==> config.mk <==
export PLATFORM = sky130hd
export DESIGN_NAME = oled_spi_tx
export DESIGN_NICKNAME = d
export VERILOG_FILES = /design/src/rtl/oled_spi_tx.sv
export SDC_FILE = /design/constraint.sdc
export NUM_CORES = 1
export LEC_CHECK = 0
export BUFFER_PORTS_ARGS = -buffer_cell sky130_fd_sc_hd__buf_2
export CELL_PAD_IN_SITES_DETAIL_PLACEMENT = 1
export CELL_PAD_IN_SITES_GLOBAL_PLACEMENT = 1
export CORE_UTILIZATION = 50
export DETAILED_ROUTE_END_ITERATION = 10
export PLACE_DENSITY_LB_ADDON = 0.1
export SYNTH_ARGS = -nofsm -noshare
export SYNTH_HDL_FRONTEND = slang
export SYNTH_SLANG_ARGS = --single-unit
==> constraint.sdc <==
create_clock -name CLK -period 3 [get_ports CLK]
set_clock_uncertainty 0.1 [all_clocks]
set_input_delay 0.45 -clock CLK [delete_from_list [all_inputs] [get_ports CLK]]
set_output_delay 0.45 -clock CLK [all_outputs]
set_load 0.03 [all_outputs]
==> src/rtl/oled_spi_tx.sv <==
// Buffered SPI byte transmitter for the SSD1306 PmodOLED link: FWFT FIFO of {dc,byte} feeding an MSB-first shifter.
// Optional byte counter port TX_CNT is built when OLED_SPI_TXCNT_EN is defined.
module oled_spi_tx #(
  parameter int CLK_DIV = 2,
  parameter int DEPTH   = 4,
  parameter int CS_GAP  = 2
) (
  input  logic       CLK,
  input  logic       RST,
  input  logic       WR_EN,
  input  logic [7:0] WR_DATA,
  input  logic       WR_DC,
  output logic       FULL,
  output logic       BUSY,
  output logic       CS,
  output logic       SDO,
  output logic       SCLK,
  output logic       DC
`ifdef OLED_SPI_TXCNT_EN
  , output logic [15:0] TX_CNT
`endif
);

  localparam int AW      = $clog2(DEPTH);
  localparam int HW      = $clog2(CLK_DIV + 1);
  localparam int GAP_CYC = CS_GAP * CLK_DIV;
  localparam int GW      = $clog2(GAP_CYC + 1);
  localparam logic [HW-1:0] H_LAST   = HW'(CLK_DIV - 1);
  localparam logic [GW-1:0] G_LAST   = GW'(GAP_CYC - 1);
  localparam logic [AW:0]   FULL_CNT = (AW+1)'(DEPTH);

  typedef enum logic [1:0] {IDLE, LOAD, SHIFT, GAP} state_t;

  state_t        state, state_n;
  logic [8:0]    mem [DEPTH];
  logic [AW-1:0] wr_ptr, rd_ptr;
  logic [AW:0]   count, count_n;
  logic [8:0]    head;
  logic          push, pop, empty;
  logic [HW-1:0] hcnt;
  logic          ph;
  logic [2:0]    bcnt;
  logic [GW-1:0] gcnt;
  logic [7:0]    sr;
  logic          half_end, byte_end;

  assign empty    = (count == '0);
  assign push     = WR_EN && !FULL;
  assign head     = mem[rd_ptr];
  assign count_n  = count + {{AW{1'b0}}, push} - {{AW{1'b0}}, pop};
  assign half_end = (hcnt == H_LAST);
  assign byte_end = (state == SHIFT) && ph && half_end && (bcnt == 3'd7);

  always_ff @(posedge CLK)
    if (push) mem[wr_ptr] <= {WR_DC, WR_DATA};

  always_ff @(posedge CLK or posedge RST) begin
    if (RST) begin
      wr_ptr <= '0;
      rd_ptr <= '0;
      count  <= '0;
      FULL   <= 1'b0;
    end else begin
      if (push) wr_ptr <= wr_ptr + AW'(1);
      if (pop)  rd_ptr <= rd_ptr + AW'(1);
      count <= count_n;
      FULL  <= (count_n == FULL_CNT);
    end
  end

  always_ff @(posedge CLK or posedge RST)
    if (RST) state <= IDLE;
    else     state <= state_n;

  always_comb begin
    state_n = state;
    pop     = 1'b0;
    case (state)
      IDLE:  if (!empty) state_n = LOAD;
      LOAD:  begin
        pop     = 1'b1;
        state_n = SHIFT;
      end
      SHIFT: if (byte_end) state_n = empty ? GAP : LOAD;
      GAP:   if (gcnt == G_LAST) state_n = IDLE;
      default: state_n = IDLE;
    endcase
  end

  // ph is the SCLK level of the current SHIFT cycle; SCLK itself shows it one cycle later
  always_ff @(posedge CLK or posedge RST) begin
    if (RST) begin
      CS   <= 1'b1;
      SCLK <= 1'b1;
      SDO  <= 1'b0;
      DC   <= 1'b0;
      BUSY <= 1'b0;
      hcnt <= '0;
      ph   <= 1'b0;
      bcnt <= '0;
      gcnt <= '0;
      sr   <= '0;
    end else begin
      BUSY <= (state != IDLE) || !empty;
      case (state)
        LOAD: begin
          sr   <= head[7:0];
          DC   <= head[8];
          SDO  <= head[7];
          CS   <= 1'b0;
          SCLK <= 1'b1;
          hcnt <= '0;
          ph   <= 1'b0;
          bcnt <= '0;
        end
        SHIFT: begin
          SCLK <= ph;
          gcnt <= '0;
          if (!ph && hcnt == '0) SDO <= sr[7];
          if (half_end) begin
            hcnt <= '0;
            ph   <= ~ph;
            if (ph) begin
              sr   <= {sr[6:0], 1'b0};
              bcnt <= bcnt + 3'd1;
            end
          end else begin
            hcnt <= hcnt + HW'(1);
          end
        end
        GAP: begin
          CS   <= 1'b1;
          SCLK <= 1'b1;
          gcnt <= gcnt + GW'(1);
        end
        default: ;
      endcase
    end
  end

`ifdef OLED_SPI_TXCNT_EN
  always_ff @(posedge CLK or posedge RST)
    if (RST)           TX_CNT <= '0;
    else if (byte_end) TX_CNT <= TX_CNT + 16'd1;
`endif

endmodule

Word-level counts from Yosys, hierarchy flattened --
Memories as Yosys holds them, arrays and structs flattened. Index checks and enable logic that the tools add are counted.
Storage, ports and cells: bits in registers 32, memory bits (writable) 36, input bits 12, output and inout bits 6, logic and storage cells 82, memories kept 1
Memories:
- mem | depth 4, width 9, read ports 1, clocked after Yosys merged registers in 0, wr ports 1, line 35 | logic [8:0] mem [DEPTH];
Operators by class: add/subtract/negate cells 7, eq/ne operators 13, muxes and demuxes 23, bitwise operators 1, reduce and logical (&&, ||, !) cells 22
Operator list (number):
- 2-to-1 mux 8 bit | 2
- one-hot mux 8 bit (2 select lines) | 1
- one-hot mux 3 bit (2 select lines) | 2
- 2-to-1 mux 2 bit | 5
- inequality test 2 bit (second input constant) | 5
- nonzero test 2 bit | 5
- one-hot mux 1 bit (2 select lines) | 4
- one-hot mux 2 bit (4 select lines) | 1
- adder 2 x 1 -> 2 bit (second input constant) | 3
- adder 3 x 1 -> 3 bit (second input constant) | 2
- == test 3 bit (second input constant) | 2
- 2-to-1 mux 3 bit | 2
- AND reduction 3 bit | 2
- logical AND 1 bit | 5
- 2-to-1 mux 1 bit | 5
- == test 2 x 1 -> 1 bit (second input constant) | 2
- == test 2 bit (second input constant) | 2
- logical NOT 2 bit | 2
- one-hot mux 2 bit (2 select lines) | 1
- AND reduction 2 bit | 2
- adder 3 x 1 -> 3 bit | 1
- == test 3 x 2 -> 1 bit (second input constant) | 1
- logical NOT 1 bit | 3
- logical NOT 3 bit | 1
- 5 further kinds | 5

Logic depth before layout (Yosys ltp) --
Gate-level depths: netlist of run 1.
depth after elaboration 6, depth in mapped cells 8, mapped depth without buffers 8

Worst setup path after synthesis of run 1 --
Ideal clock, no wire load.
path kind flip-flop to flip-flop, from reg FULL, to reg FULL, library setup time 0.088 ns, arrival time 2.003 ns, required time 2.812 ns, slack 0.809 ns, stages on the path, launching flop included 9, path buffers 1, clock period less this slack 2.191 ns, cells stage by stage dfrtp_1 nor2b_1 clkbuf_1 xor2_1 ha_1 fa_1 xnor2_1 xnor2_1 nor3b_1
Between the ends: cells in the longest elaborated chain, start to end 5
RTL lines:
- start, declared | line 13 | output logic FULL,
- start signal, assigned | line 67 | FULL <= (count_n == FULL_CNT);
- logical NOT 1 bit | line 48 | assign push = WR_EN && !FULL;
- logical AND 1 bit | line 48
- adder 3 x 1 -> 3 bit | line 50 | assign count_n = count + {{AW{1'b0}}, push} - {{AW{1'b0}}, pop};
- subtractor 3 x 1 -> 3 bit | line 50
- named net count_n[2] | line 37 | logic [AW:0] count, count_n;
- == test 3 bit | line 67
The timed path passes the listed nets, and every way through them passes these cells. A chain may end at the register's enable or synchronous reset.

Final worst setup path of run 1 --
from reg state[1], to reg FULL
Between the ends: cells in the longest elaborated chain, start to end 4
RTL lines:
- start, declared | line 34 | state_t state, state_n;
- start signal, assigned | line 73 | else state <= state_n;
- == test 2 x 1 -> 1 bit | line 78 | case (state)
- 2-to-1 mux 1 bit | line 78
- subtractor 3 x 1 -> 3 bit | line 50
- named net count_n[2] | line 37
- == test 3 bit | line 67
The timed path passes the listed nets, and every way through them passes these cells.

==> flow_metrics.env, run 1 <==
export IMPL_report_final_slew_viol_count=0
export IMPL_cts_path_max_buffers=2
export IMPL_final_min_period_over_clock_period_pct=81.4
export IMPL_leakage_nw=1.31
export IMPL_drc=0
export IMPL_detail_route_antenna_nets=0
export IMPL_floorplan_die_width_um=78.4
export IMPL_fin_hold_ws_ns=0.0881
export IMPL_postSynthNetCount=226
export IMPL_n_fill_cell=547
export IMPL_numClockSinks=68
export IMPL_max_freq_ghz=0.409
export IMPL_cts_root_buf="clkbuf_8"
export IMPL_first_pass_iteration_count_of_the_detailed_router=4
export IMPL_timing_worst_setup_path_type="reg -> reg"
export IMPL_post_layout_total_power_w=0.00344
export IMPL_cp_data_required_time_ns=3.16
export IMPL_hold_violations=0
export IMPL_synth_lib_cells_used_distinct=39
export IMPL_drive_above_1_share_pct=20.4
export IMPL_design_core_area_mm2=0.00557
export IMPL_netlist_top_cells_count="36 x edfxtp_1, 30 x dfrtp_1, 14 x ha_1, 14 x nand2_1"
export IMPL_tightestPinTransition_ns=0.878
export IMPL_cp_start_kind="flip-flop"
export IMPL_synth_sequential_area_ratio_pct=64.6
export IMPL_grt_max_degree=33
export IMPL_finalNetCount=248
export IMPL_post_synth_instance_area_mm2=0.00292
export IMPL_dr_total_vias=1696
export IMPL_r2r_worst_path_cells=8
export IMPL_floorplan_die_area_mm2=0.00614
export IMPL_number_of_port_buffers=17
export IMPL_cts_hold_fix_buffers=0
export IMPL_max_slew_margin_rel_pct=41.4
export IMPL_multi_input_gate_area_um2=952
export IMPL_synth_async_reset_ratio_pct=47.1
export IMPL_postSynthAreaPerCell_um2=14.6
export IMPL_finalWeightedCongestion=0.682
export IMPL_synth_seq_cells=68
export IMPL_area_growth_syn_to_layout_pct=11.8
export IMPL_clk_pin_slew_ns=0.08
export IMPL_max_cap_violations=0
export IMPL_antenna_violations_before_repair=0
export IMPL_synth_top_area_share_pct=37.1
export IMPL_grt_setup_unrepaired="no"
export IMPL_status="finished clean"
export IMPL_seqCellArea_mm2=0.00188
export IMPL_synth_most_common_cell="edfxtp_1"
export IMPL_period_needed_ns=2.44
export IMPL_finalSetupViolCount=0
export IMPL_clkLatencyLatePin_ns=0.34
export IMPL_cts_buffers=9
export IMPL_vdd_ir_drop_worst_uv=492
export IMPL_wl_um=5390
export IMPL_primary_flip_flop_cell_chosen_by_synthesis_mapping="edfxtp_1"
export IMPL_timing_critical_path_arrival_ns=2.60
export IMPL_drt_iter0_markers=81
export IMPL_initial_utilization_pct=52.3
export IMPL_placement_rows=27
export IMPL_postSynthCellCount=199
export IMPL_grt_overflow=0
export IMPL_grt_first_pass_wirelength_um=9110
export IMPL_via_count_of_the_first_global_routing_pass=1878
export IMPL_post_cts_resize_count=0
export IMPL_track_usage_pct=20.6
export IMPL_clock_tree_htree_level_count=3
export IMPL_yosys_warnings=0
export IMPL_yosys_top_cells_area="edfxtp_1 37%, dfrtp_1 26%, ha_1 6.0%"
export IMPL_power_per_cell_area_mw_per_mm2=1060
export IMPL_clock_tree_from_tritoncts="done"
export IMPL_worst_hold_path_type="in -> async"
export IMPL_final_setup_tns_ns=0
export IMPL_critical_path_peak_fanout=6
export IMPL_cts_repair_timing_setup_buffer_count=0
export IMPL_number_of_synthesized_flops_with_an_enable_pin=36
export IMPL_die_h_um=78.4
export IMPL_via_per_inst=5.69
export IMPL_antenna_cells_inserted=0
export IMPL_synth_top_area_cell="edfxtp_1"
export IMPL_kind_of_end_point_of_the_critical_path="flip-flop"
export IMPL_wl_per_cell_um=18.1
export IMPL_ios=18
export IMPL_detailedPlacementHpwl_um=3700
cell families (layout without fill, tap and decap cells):
family | count (synthesis) | after routing | synth area share, %
AOI/OAI and AO/OA | 30 | 30 | 7.04
xor gates and xnor gates | 6 | 6 | 1.80
adders and majority gates | 15 | 15 | 6.70
buffers and inverters | 18 | 45 | 2.70
DFF | 68 | 68 | 64.6
muxes | 12 | 12 | 8.58
and+or+nand+nor | 50 | 50 | 8.54
cell type report:
cell class / count / area share, %
well taps: 72 / 2.76
clock inverters: 7 / 2.34
repair buffers: 18 / 2.84
flip-flops and latches: 68 / 57.8
inverters: 11 / 1.27
clock buffers: 9 / 3.80
multi-input cells: 113 / 29.2
layout by cell type, fill, tap and decap left out, drive strengths merged, types with 4 or more instances in the layout:
| master | count |
|---|---|
| o22ai | 5 |
| nand2b | 5 |
| o21ai | 6 |
| a21oi | 6 |
| edfxtp | 36 |
| and2 | 4 |
| mux4 | 9 |
| nand2 | 14 |
| nand3 | 5 |
| inv | 12 |
| dfrtp | 30 |
| clkbuf | 9 |
| xnor2 | 4 |
| ha | 14 |
| buf | 18 |
| nor2 | 11 |
path summary, 6_finish.rpt:
path / startpoint / endpoint / slack [ns]
worst max-delay path: state[1] / FULL / 0.56
worst min-delay path: RST / count[1] / 0.09
worst max register to register: state[1] / FULL / 0.56
worst min register to register: SCLK / SCLK / 0.40
max in group asynchronous: RST / SCLK / 2.37
min in group CLK: WR_DATA[1] / mem[3][1] / 0.22
worst max-delay path, cell delays in order, from the launching register on:
cell and delay (ns):
dfrtp_1 0.46, inv_1 0.12, ha_1 0.27, xor2_1 0.18, ha_1 0.23, fa_1 0.39
xnor2_1 0.23, xnor2_1 0.18, nor3b_1 0.20
sequential cells by signal, summed over array words and instances, names as in the netlist:
| signal | cells |
|---|---|
| SDO | 1 |
| bcnt | 3 |
| state | 2 |
| hcnt | 2 |
| DC | 1 |
| wr_ptr | 2 |
| SCLK | 1 |
| CS | 1 |
| count | 3 |
| gcnt | 3 |
| mem | 36 |
| BUSY | 1 |
| rd_ptr | 2 |
| ph | 1 |
| sr | 8 |
| FULL | 1 |
per-stage QoR:
step	instances	utilization (%)	area [um2]	worst slack (ns)
global placement	282	54.9	3060	0.671
detailed placement	282	54.9	3060	0.417
finish	298	58.5	3260	0.557
global route	298	58.5	3260	0.400
CTS	298	58.5	3260	0.517
floorplan	199	-	2920	0.809
where the power goes:
part           switching [W]  internal [W]
clock network       0.000364      0.000388
registers           0.000202       0.00129
logic               0.000690      0.000512
layer usage:
layer	track usage (%)	share of wire, %	up-vias
li1	-	-	777
met3	6.40	3.4	8
met2	33.8	52	31
met1	25.0	43	880
met5	0	0	-
met4	9.26	1.3	0
Power figures use the tool's default switching activity.
==> run 2: changes to the inputs <==
- clock period: 3 -> 2.45 ns (I/O delays scaled with it)
==> flow_metrics.env, run 2 (synthesized netlist as in run 1, its figures left out) <==
export IMPL_wl_um=5620
export IMPL_comb_pwr_share_pct=35.5
export IMPL_period_needed_ns=2.28
export IMPL_grt_first_pass_wirelength_um=9340
export IMPL_worst_hold_path_num_cells=1
export IMPL_grt_setup_unrepaired="no"
export IMPL_design_core_area_mm2=0.00557
export IMPL_number_of_flip_flops_under_the_largest_register_name=36
export IMPL_total_switching_power_w=0.00157
export IMPL_vdd_ir_drop_worst_uv=628
export IMPL_max_slew_margin_rel_pct=55.3
export IMPL_antenna_cells_inserted=0
export IMPL_leakage_nw=1.33
export IMPL_antenna_violations_before_repair=0
export IMPL_clkLatencyLatePin_ns=0.35
export IMPL_worst_hold_path_type="in -> reg"
export IMPL_cts_root_buf="clkbuf_8"
export IMPL_timing_rr_start="state[1]"
export IMPL_dr_total_vias=1693
export IMPL_grt_overflow=0
export IMPL_number_of_port_buffers=17
export IMPL_area_growth_syn_to_layout_pct=13.2
export IMPL_critical_path_peak_fanout=6
export IMPL_report_final_slew_viol_count=0
export IMPL_seq_power_share_pct=42.8
export IMPL_tightestPinTransition_ns=0.671
export IMPL_max_freq_ghz=0.438
export IMPL_placement_rows=27
export IMPL_reg2reg_to="FULL"
export IMPL_most_common_layout_cells="36 x edfxtp_1, 29 x dfrtp_1, 17 x buf_2, 14 x nand2_1, 13 x ha_1"
export IMPL_detailroute_wirelength_met3_um=164
export IMPL_status="finished clean"
export IMPL_sw_frac_of_total_pct=36.5
export IMPL_clock_tree_htree_level_count=3
export IMPL_floorplan_die_area_mm2=0.00614
export IMPL_cp_data_required_time_ns=2.62
export IMPL_die_h_um=78.4
export IMPL_cts_path_max_buffers=2
export IMPL_wl_per_cell_um=18.6
export IMPL_length_of_routed_met2_wiring_um=2940
export IMPL_cts_buffers=9
export IMPL_registers_top_by_ff_count="mem"
export IMPL_final_min_period_over_clock_period_pct=93.1
export IMPL_post_layout_total_power_w=0.00429
export IMPL_grt_max_degree=33
export IMPL_r2r_worst_path_cells=8
export IMPL_timing_hold_worst_endpoint="mem[3][1]"
export IMPL_cp_start_kind="flip-flop"
export IMPL_kind_of_end_point_of_the_critical_path="flip-flop"
export IMPL_via_per_inst=5.61
export IMPL_top_layer="met4"
export IMPL_track_usage_pct=21.3
export IMPL_via_count_of_the_first_global_routing_pass=1806
export IMPL_top_registers="mem x36, sr x8"
export IMPL_finalNetCount=252
export IMPL_drt_iter0_markers=135
export IMPL_max_cap_violations=0
export IMPL_first_pass_iteration_count_of_the_detailed_router=4
export IMPL_hold_violations=0
export IMPL_clock_power_share_pct=21.7
export IMPL_drc=0
export IMPL_total_routed_wire_length_on_the_met1_layer_um=2410
export IMPL_final_common_cell="edfxtp_1"
export IMPL_ios=18
export IMPL_cts_repair_timing_setup_buffer_count=0
export IMPL_finalSetupViolCount=0
export IMPL_power_per_cell_area_mw_per_mm2=1300
export IMPL_drive_above_1_share_pct=22.2
export IMPL_clock_tree_from_tritoncts="done"
export IMPL_timing_hold_worst_start="WR_DATA[1]"
export IMPL_floorplan_die_width_um=78.4
export IMPL_multi_input_gate_area_um2=960
export IMPL_timing_worst_setup_path_type="reg -> reg"
export IMPL_n_fill_cell=537
export IMPL_timing_critical_path_arrival_ns=2.46
export IMPL_clk_pin_slew_ns=0.08
export IMPL_final_cell_count_no_fill=302
export IMPL_initial_utilization_pct=52.3
export IMPL_numClockSinks=68
export IMPL_seqCellArea_mm2=0.00189
export IMPL_detailedPlacementHpwl_um=3860
export IMPL_post_place_cells=285
export IMPL_p_int_w=0.00272
export IMPL_finalWeightedCongestion=0.744
export IMPL_regToRegSetupSlack_ns=0.17
export IMPL_detail_route_antenna_nets=0
run 2: layout make-up:
class                      count  area share, %
sequential                    68           57.1
multi-input combinational    113           29.1
clock buffer                  10           3.87
timing repair buffer          22           3.79
tap                           72           2.73
clock inverter                 6           2.16
inverter                      11           1.25
run 2: worst max path at each step:
stage                     startpoint    to
after floorplan                 FULL  FULL
after global placement      state[1]  FULL
after detailed placement    state[1]  FULL
after CTS                   state[1]  FULL
after global routing        state[1]  FULL
final                       state[1]  FULL
run 2: routing by layer:
metal | GRT usage [%] | vias up
met2 | 34.9 | 27
met5 | 0 | -
met4 | 10.0 | 0
met1 | 26.1 | 875
met3 | 5.93 | 10
li1 | - | 781
run 2: metrics by stage:
stage	hold slack [ns]	area, um2	TNS (ns)	setup slack (ns)	utilization [%]
2_1_floorplan	0.366	2920	0	0.259	-
3_3_place_gp	0.361	3080	0	0.248	55.3
3_5_place_dp	0.374	3080	-0.0169	-0.0169	55.3
4_1_cts	0.101	3300	0	0.0291	59.1
5_1_grt	0.111	3300	0	0.0251	59.2
6_report	0.119	3300	0	0.168	59.2
run 2: power groups by stage:
| stage | Combinational (W) | Clock [W] | Sequential, W |
|---|---|---|---|
| floorplan | 0.00112 | 0 | 0.00180 |
| global placement | 0.00139 | 0 | 0.00182 |
| detailed placement | 0.00150 | 0 | 0.00186 |
| CTS | 0.00154 | 0.000961 | 0.00184 |
| global route | 0.00171 | 0.000999 | 0.00187 |
| finish | 0.00152 | 0.000933 | 0.00183 |
run 2: worst max-delay path, cell delays in order, from the launching register on:
cell	delay [ns]
dfrtp_2	0.45
inv_1	0.12
ha_2	0.26
xor2_1	0.09
ha_1	0.21
fa_1	0.38
xnor2_1	0.22
xnor2_1	0.17
nor3b_2	0.21
run 2: timing repair:
item	4_1_cts	5_1_grt
resized for setup	1	2
hold buffers	1	0
setup endpoints to repair	1	1
hold endpoints to repair	25	0
